[src/rtl/onehot_decoder_seq.sv]
// Registered binary-to-one-hot decoder with valid/ready load,
// out-of-range detection and a dwell-timed walking scan mode.
module onehot_decoder_seq #(
    parameter int SEL_W   = 4,
    parameter int N_OUT   = 16,
    parameter int DWELL_W = 8
) (
    input  logic               clk,
    input  logic               rst_n,
    input  logic               en,
    input  logic [1:0]         mode,
    input  logic               in_valid,
    output logic               in_ready,
    input  logic [SEL_W-1:0]   sel,
    input  logic [DWELL_W-1:0] dwell,
    output logic [N_OUT-1:0]   out,
    output logic               out_valid,
    output logic [SEL_W-1:0]   idx,
    output logic               wrap,
    output logic               err
);

    if (N_OUT < 2 || N_OUT > (1 << SEL_W)) begin : g_bad_n_out
        $error("onehot_decoder_seq: N_OUT must be in [2, 2**SEL_W]");
    end

    typedef enum logic [2:0] {
        S_IDLE,
        S_DECODE,
        S_SCAN_UP,
        S_SCAN_DN,
        S_HOLD
    } state_e;

    localparam logic [SEL_W-1:0] LAST = SEL_W'(N_OUT - 1);

    state_e             state_q, state_d;
    logic [N_OUT-1:0]   out_q, out_d;
    logic               ov_q, ov_d;
    logic [SEL_W-1:0]   idx_q, idx_d;
    logic [DWELL_W-1:0] cnt_q, cnt_d;
    logic               wrap_q, wrap_d;
    logic               err_q, err_d;

    logic               entry;
    logic               step;
    logic [SEL_W-1:0]   start;

    function automatic logic [N_OUT-1:0] one_hot(input logic [SEL_W-1:0] i);
        one_hot = N_OUT'(1) << i;
    endfunction

    assign in_ready  = en && (mode == 2'b00);
    assign out       = out_q;
    assign out_valid = ov_q;
    assign idx       = idx_q;
    assign wrap      = wrap_q;
    assign err       = err_q;

    // Target state for this edge, chosen directly from en and mode
    always_comb begin
        state_d = S_IDLE;
        if (en) begin
            unique case (mode)
                2'b00:   state_d = S_DECODE;
                2'b01:   state_d = S_SCAN_UP;
                2'b10:   state_d = S_SCAN_DN;
                default: state_d = S_HOLD;
            endcase
        end
    end

    // Next output/index/counter values for the selected state
    always_comb begin
        out_d  = out_q;
        ov_d   = ov_q;
        idx_d  = idx_q;
        cnt_d  = cnt_q;
        wrap_d = 1'b0;
        err_d  = 1'b0;
        entry  = (state_d != state_q);
        // Counter wrap forces a step so a lowered dwell never stalls the scan
        step   = (cnt_q == dwell) || (cnt_q == '1);
        start  = ov_q ? idx_q : ((state_d == S_SCAN_UP) ? '0 : LAST);
        unique case (state_d)
            S_IDLE: begin
                out_d = '0;
                ov_d  = 1'b0;
                cnt_d = '0;
            end
            S_DECODE: begin
                cnt_d = '0;
                if (in_valid) begin
                    if (int'(sel) < N_OUT) begin
                        out_d = one_hot(sel);
                        ov_d  = 1'b1;
                        idx_d = sel;
                    end else begin
                        out_d = '0;
                        ov_d  = 1'b0;
                        err_d = 1'b1;
                    end
                end
            end
            S_SCAN_UP, S_SCAN_DN: begin
                if (entry) begin
                    idx_d = start;
                    out_d = one_hot(start);
                    ov_d  = 1'b1;
                    cnt_d = '0;
                end else if (step) begin
                    cnt_d = '0;
                    if (state_d == S_SCAN_UP) begin
                        wrap_d = (idx_q == LAST);
                        idx_d  = (idx_q == LAST) ? '0 : idx_q + 1'b1;
                    end else begin
                        wrap_d = (idx_q == '0);
                        idx_d  = (idx_q == '0) ? LAST : idx_q - 1'b1;
                    end
                    out_d = one_hot(idx_d);
                    ov_d  = 1'b1;
                end else begin
                    cnt_d = cnt_q + DWELL_W'(1);
                end
            end
            default: begin
                if (entry) begin
                    cnt_d = '0;
                end
            end
        endcase
    end

    // State and registered outputs, synchronous active-low reset
    always_ff @(posedge clk) begin
        if (!rst_n) begin
            state_q <= S_IDLE;
            out_q   <= '0;
            ov_q    <= 1'b0;
            idx_q   <= '0;
            cnt_q   <= '0;
            wrap_q  <= 1'b0;
            err_q   <= 1'b0;
        end else begin
            state_q <= state_d;
            out_q   <= out_d;
            ov_q    <= ov_d;
            idx_q   <= idx_d;
            cnt_q   <= cnt_d;
            wrap_q  <= wrap_d;
            err_q   <= err_d;
        end
    end

endmodule

[config.mk]
export PLATFORM = sky130hd
export DESIGN_NAME = onehot_decoder_seq
export DESIGN_NICKNAME = d
export VERILOG_FILES = /design/src/rtl/onehot_decoder_seq.sv
export SDC_FILE = /design/constraint.sdc
export NUM_CORES = 1
export LEC_CHECK = 0
export CORE_MARGIN = 2
export CORE_UTILIZATION = 35
export DETAILED_ROUTE_END_ITERATION = 8
export SLEW_MARGIN = 20
export SYNTH_ARGS = -nofsm -noshare
export SYNTH_HDL_FRONTEND = slang
export SYNTH_SLANG_ARGS = --single-unit
export TNS_END_PERCENT = 10
[constraint.sdc]
create_clock -name clk -period 7.8 [get_ports clk]
set_input_delay 1.56 -clock clk [delete_from_list [all_inputs] [get_ports clk]]
set_output_delay 1.56 -clock clk [all_outputs]
set_load 0.005 [all_outputs]
; ---- Word level (Yosys, flattened, before mapping)
; Cells that the tools add are included.
[word_totals]
inputBits = 18
wordCells = 66
register_bits = 33
out_inout_bits = 24
[classes]
n_reduce_logical = 13
eq_ne = 11
shift = 3
muxes = 27
bitwise_logic = 3
n_addsub = 3
[ops]
columns = cell, count
row1 = two-way mux 16 bit, 3
row2 = one-hot mux 16 bit (3 select lines), 1
row3 = "left shift 1 x 4 -> 16 bit, first input constant", 3
row4 = two-way mux 4 bit, 11
row5 = two-way mux 8 bit, 3
row6 = one-hot mux 8 bit (2 select lines), 1
row7 = one-hot mux 3 bit (3 select lines), 1
row8 = "adder 8 x 1 -> 8 bit, second input constant", 1
row9 = == test 8 bit, 1
row10 = "== test 8 bit, second input constant", 1
row11 = one-hot mux 4 bit (2 select lines), 1
row12 = "== test 3 x 2 -> 1 bit, second input constant", 2
row13 = AND reduction 3 bit, 2
row14 = nonzero test 3 bit, 2
row15 = "adder 4 x 1 -> 4 bit, second input constant", 1
row16 = "== test 4 bit, second input constant", 1
row17 = zero test 4 bit, 1
row18 = two-way mux 1 bit, 4
row19 = OR reduction 2 bit, 2
row20 = OR reduction 4 bit, 1
row21 = "subtractor 4 x 1 -> 4 bit, second input constant", 1
row22 = "== test 3 x 1 -> 1 bit, second input constant", 1
row23 = zero test 3 bit, 1
row24 = two-way mux 3 bit, 1
row25 = other kinds (11), 13

; ---- Longest topological paths before layout
[logic_depth]
depth_word = 12
ltp_mapped = 10

; ---- Worst setup path before layout
; No wires, ideal clock.
[synth_path]
kind = input port to flip-flop
start = in mode[0]
end = reg out_q[2] (netlist: out[2])
cell_stages = 9
slack_ns = 4.157
setup_ns = 0.084
t_required_ns = 7.716
arrival_time_ns = 3.559
n_path_buf = 1
path_cell_list = inv_1 ha_1 nor2_1 xor2_1 a21oi_4 o211ai_4 or4_1 buf_2 o31ai_2
[synth_via]
elab_chain_len = 12
word_cells_on_any_way = 26
[synth_lines]
columns = element, line_no
row1 = "start, declared", 11  ; input logic [1:0] mode,
row2 = == test 2 bit (tied with other cells), 64  ; unique case (mode)
row3 = one-hot mux 3 bit (3 select lines) *, 64
row4 = two-way mux 3 bit *, 63  ; if (en) begin
row5 = == test 3 x 2 -> 1 bit, "84, 85, 113"
row6 = two-way mux 4 bit, 113  ; if (state_d == S_SCAN_UP) begin
row7 = two-way mux 4 bit, 111  ; end else if (step) begin
row8 = two-way mux 4 bit, 106  ; if (entry) begin
row9 = two-way mux 4 bit, 85  ; unique case (state_d)
row10 = left shift 1 x 4 -> 16 bit, 50  ; one_hot = N_OUT'(1) << i;
row11 = two-way mux 16 bit, 111
row12 = two-way mux 16 bit, 106
row13 = one-hot mux 16 bit (3 select lines), 85
row14 = "end signal, assigned", 146  ; out_q <= out_d;
row15 = "end, declared", 38  ; logic [N_OUT-1:0] out_q, out_d;
; Mark *: on every way between the ends. The rest lies on a longest branch, timed or not. The select of a mux whose other input is x is not followed.
; A chain may end at the register's enable or synchronous reset.

; ---- Final worst setup path
[layout_path]
start = in mode[1]
end = out in_ready
[layout_via]
elab_chain_len = 2
[layout_lines]
columns = element, line_no
row1 = zero test 2 bit, 53  ; assign in_ready = en && (mode == 2'b00);
row2 = logical AND 1 bit, 53
row3 = "end, declared", 13  ; output logic in_ready,
; Every way passes these cells.

==> flow_results.xml <==
<?xml version="1.0" encoding="UTF-8"?>
<metrics>
  <group name="timing">
    <metric name="fin_tns_setup" unit="ps">0</metric>
    <metric name="rsz0062_at_grt" unit="">false</metric>
    <metric name="finalCriticalPeriod" unit="ps">4530</metric>
    <metric name="timing_hold_violations_final" unit="">0</metric>
    <metric name="timing.max_slew.rel_slack" unit="">0.373</metric>
    <metric name="setup_slack" unit="ps">3270</metric>
    <metric name="layout_worst_path_cycle_share" unit="">0.580</metric>
    <metric name="drv_slew" unit="">0</metric>
    <metric name="setup_clock_skew_after_layout" unit="ps">4.24</metric>
    <metric name="fin_hold_ws" unit="ps">471</metric>
    <metric name="finalSetupViolCount" unit="">0</metric>
    <metric name="worst_slew_pin_slew" unit="ps">929</metric>
    <metric name="max_freq" unit="MHz">221</metric>
  </group>
  <group name="placed_design">
    <metric name="place.gp.congestion" unit="">0.796</metric>
    <metric name="detailedPlace.worstSlack" unit="ps">3250</metric>
    <metric name="half_perimeter_wire_length_of_the_detailed_placement_result" unit="mm">3.50</metric>
    <metric name="count_of_input_and_output_buffers" unit="">40</metric>
  </group>
  <group name="logic_synthesis">
    <metric name="synth_top_area_share" unit="">0.335</metric>
    <metric name="yosys-top-cells-area" unit="">dfxtp_1 33%, nand3_1 5.3%, o31ai_1 5.3%</metric>
    <metric name="synthDominantAreaCellType" unit="">dfxtp_1</metric>
    <metric name="postSynth.asyncResetShare" unit="">0</metric>
    <metric name="yosys.cell_types.count" unit="">56</metric>
    <metric name="postSynthCellCount" unit="">228</metric>
    <metric name="synth-seq-area-share" unit="">0.335</metric>
    <metric name="yosysWarningCount" unit="">0</metric>
    <metric name="synth_ff_type" unit="">dfxtp_1</metric>
    <metric name="synth.ff_latch_count" unit="">33</metric>
    <metric name="synth_edf_count" unit="">0</metric>
    <metric name="postSynthAreaPerCell" unit="um2">8.66</metric>
    <metric name="synth_area" unit="um2">1970</metric>
    <metric name="postSynthNetCount" unit="">252</metric>
  </group>
  <group name="power_and_ir_drop">
    <metric name="cell_internal_pwr" unit="mW">0.275</metric>
    <metric name="power.switching_fraction" unit="">0.304</metric>
    <metric name="pwr-share-clk" unit="">0.321</metric>
    <metric name="powerDensity" unit="nW/um2">158</metric>
    <metric name="finalPower" unit="mW">0.395</metric>
    <metric name="seq_power_share" unit="">0.459</metric>
    <metric name="combPwrFrac" unit="">0.219</metric>
    <metric name="switching_power" unit="mW">0.120</metric>
    <metric name="max-vdd-ir-drop" unit="mV">0.0579</metric>
    <metric name="lkg_pwr" unit="nW">0.843</metric>
  </group>
  <group name="die">
    <metric name="die_w" unit="um">79.1</metric>
    <metric name="placeableCoreArea" unit="um2">5470</metric>
    <metric name="top_level_port_count" unit="">42</metric>
    <metric name="floorplan.die.height" unit="um">79.1</metric>
    <metric name="row_count" unit="">27</metric>
    <metric name="die_area" unit="um2">6260</metric>
    <metric name="start_util" unit="">0.361</metric>
  </group>
  <group name="clock_network">
    <metric name="worst_setup_hold_path_clk_slew" unit="ps">70</metric>
    <metric name="cts_buffers" unit="">5</metric>
    <metric name="clk_latency" unit="ps">280</metric>
    <metric name="clk_root_buffer_cell" unit="">clkbuf_8</metric>
    <metric name="tritoncts_clock_tree" unit="">yes</metric>
    <metric name="postcts_resize_cnt" unit="">0</metric>
    <metric name="post-cts-setup-buffer-count" unit="">0</metric>
    <metric name="cts_max_level" unit="">2</metric>
    <metric name="cts_max_path_buffers" unit="">2</metric>
    <metric name="cts.sink_count" unit="">33</metric>
    <metric name="holdBufCountCts" unit="">0</metric>
  </group>
  <group name="route">
    <metric name="via_count" unit="">1818</metric>
    <metric name="wire_per_inst" unit="um">13.7</metric>
    <metric name="route.final.wire_length" unit="mm">4.63</metric>
    <metric name="via_per_inst" unit="">5.39</metric>
    <metric name="final_antenna_net_count" unit="">0</metric>
    <metric name="drt_pre_antenna_iters" unit="">4</metric>
    <metric name="first_iter_violations" unit="">76</metric>
    <metric name="drt_drc_violations_left" unit="">0</metric>
  </group>
  <group name="setup_path">
    <metric name="timing.critical_path.cells" unit="">clkdlybuf4s50_1 -&gt; inv_1 -&gt; ha_1 -&gt; and2_1 -&gt; clkdlybuf4s50_1</metric>
    <metric name="timing.critical_path.fanout_max" unit="">6</metric>
    <metric name="most_prevalent_standard_cell_on_the_critical_path" unit="">clkdlybuf4s50_1</metric>
    <metric name="setup.worst_path.end_class" unit="">output port</metric>
    <metric name="critical-path-slowest-cell" unit="">clkdlybuf4s50_1</metric>
    <metric name="critical_path.n_buffers_inverters" unit="">3</metric>
    <metric name="crit_path_start_kind" unit="">input pin</metric>
    <metric name="critPathRequiredTime" unit="ps">6240</metric>
    <metric name="path_delay_family" unit="">buffers and inverters</metric>
    <metric name="arrival_time_of_the_worst_setup_path" unit="ps">2970</metric>
    <metric name="worst_path_largest_cell_delay" unit="ps">500</metric>
    <metric name="critical_path_class" unit="">input pin to output port</metric>
  </group>
  <group name="cells_and_area">
    <metric name="flow.area_growth_from_synthesis" unit="%">26.7</metric>
    <metric name="multi_input_area" unit="um2">1240</metric>
    <metric name="post_route_cells_drive_above_1_share" unit="">0.0792</metric>
    <metric name="layout_utilization" unit="">0.457</metric>
    <metric name="count_of_fill_cells_added_during_filler_insertion" unit="">573</metric>
    <metric name="seq_area" unit="um2">661</metric>
    <metric name="insertedDiodeCount" unit="">0</metric>
    <metric name="design.final.nets" unit="">288</metric>
  </group>
  <group name="global_route">
    <metric name="grt_start_max_net_pins" unit="">21</metric>
    <metric name="leftover_overflow_at_the_end_of_global_routing" unit="">0</metric>
    <metric name="grt_first_pass_wirelength" unit="mm">7.73</metric>
    <metric name="first_global_vias" unit="">1606</metric>
    <metric name="groute.usage.overall" unit="">0.157</metric>
    <metric name="antenna_found_initial" unit="">0</metric>
  </group>
  <group name="outcome">
    <metric name="run_status" unit="">finished, final reports clean</metric>
  </group>
  <group name="min_path">
    <metric name="worst_hold_path_type" unit="">flop to flop</metric>
  </group>
  <group name="job">
    <metric name="max-cap-violations" unit="">0</metric>
  </group>
</metrics>
==> metal layers <==
layer / track usage / vias up / part of all wire
met5: 0 / - / 0
met4: 0.0517 / 0 / 0.011
met3: 0.0443 / 4 / 0.045
met2: 0.236 / 49 / 0.46
met1: 0.215 / 844 / 0.48
li1: - / 921 / -
==> state kept, by name, summed over array words and instances, names as in the netlist <==
| signal | cells |
|---|---|
| out | 16 |
| cnt_q | 8 |
| idx | 4 |
| state_q | 3 |
| out_valid | 1 |
| wrap | 1 |
==> final timing paths <==
| kind | startpoint | endpoint | slack (ps) | cells after the start |
|---|---|---|---|---|
| setup / recovery | mode[1] | in_ready | 3270 | 5 |
| hold / removal | out[13]$_SDFFE_PN0P_ | out[13]$_SDFFE_PN0P_ | 470 | 2 |
| setup reg to reg | idx[0]$_SDFFE_PN0P_ | out[6]$_SDFFE_PN0P_ | 5330 | 8 |
| hold reg to reg | out[13]$_SDFFE_PN0P_ | out[13]$_SDFFE_PN0P_ | 470 | 2 |
==> cells by family after synthesis <==
| group | synth area share |
|---|---|
| AND/OR/NAND/NOR | 0.247 |
| AO/OA/AOI/OAI | 0.247 |
| flip-flops | 0.335 |
| XOR/XNOR | 0.0798 |
| buffers and inverters | 0.0368 |
| adder cells (fa/ha/maj) | 0.0380 |
| multiplexers | 0.0152 |
| other | 0.00190 |
==> cells in the mapped netlist (3+ instances only) <==
| cell type | count |
|---|---|
| ha_1 | 6 |
| nand2_1 | 9 |
| xnor2_1 | 11 |
| nor2_1 | 22 |
| a21o_1 | 4 |
| nand2b_1 | 4 |
| mux2i_1 | 3 |
| nand4_1 | 5 |
| inv_1 | 5 |
| nand3_1 | 21 |
| dfxtp_1 | 33 |
| o31ai_1 | 14 |
| buf_2 | 4 |
| o21ai_0 | 5 |
| clkbuf_1 | 6 |
| xor2_1 | 7 |
| nor3_1 | 15 |
| a21oi_1 | 4 |
==> per-stage QoR <==
stage / instances / cell area, um2
after floorplan: 228 / 1970
after global placement: 329 / 2410
after detailed placement: 329 / 2410
after CTS: 337 / 2500
after global routing: 337 / 2500
final: 337 / 2500
==> worst reg2reg max path, stage by stage, from the launching register on <==
cell and delay [ps]:
dfxtp_1 500, inv_1 130, ha_1 340, o31a_1 120, nor3_1 200, o2111ai_1 240, o311ai_4 160, or3b_1 480
o31ai_1 220
==> layout make-up <==
class	instances	area share
multi-input cells	178	0.496
well taps	72	0.0360
clock buffers	5	0.0275
clock inverters	3	0.00700
repair buffers	40	0.160
flip-flops and latches	33	0.264
inverters	6	0.00900
==> power groups by stage <==
stage	clock network (mW)	logic (mW)	registers [mW]
floorplan	0	0.0600	0.182
global route	0.139	0.0958	0.182
detailed placement	0	0.0868	0.185
global placement	0	0.0863	0.185
finish	0.127	0.0866	0.181
CTS	0.132	0.0869	0.181
==> layout by cell type (no fill, tap or decap), drive strengths merged, types with 3 or more instances in the layout <==
| cell | instances |
|---|---|
| a21o | 4 |
| a21oi | 5 |
| clkbuf | 5 |
| clkdlybuf4s50 | 40 |
| clkinv | 3 |
| dfxtp | 33 |
| ha | 6 |
| inv | 5 |
| mux2i | 3 |
| nand2 | 9 |
| nand2b | 4 |
| nand3 | 21 |
| nand4 | 5 |
| nor2 | 22 |
| nor3 | 15 |
| o211ai | 3 |
| o21ai | 6 |
| o31ai | 16 |
| xnor2 | 11 |
| xor2 | 7 |
No activity file was read; power rests on OpenSTA's default activity.
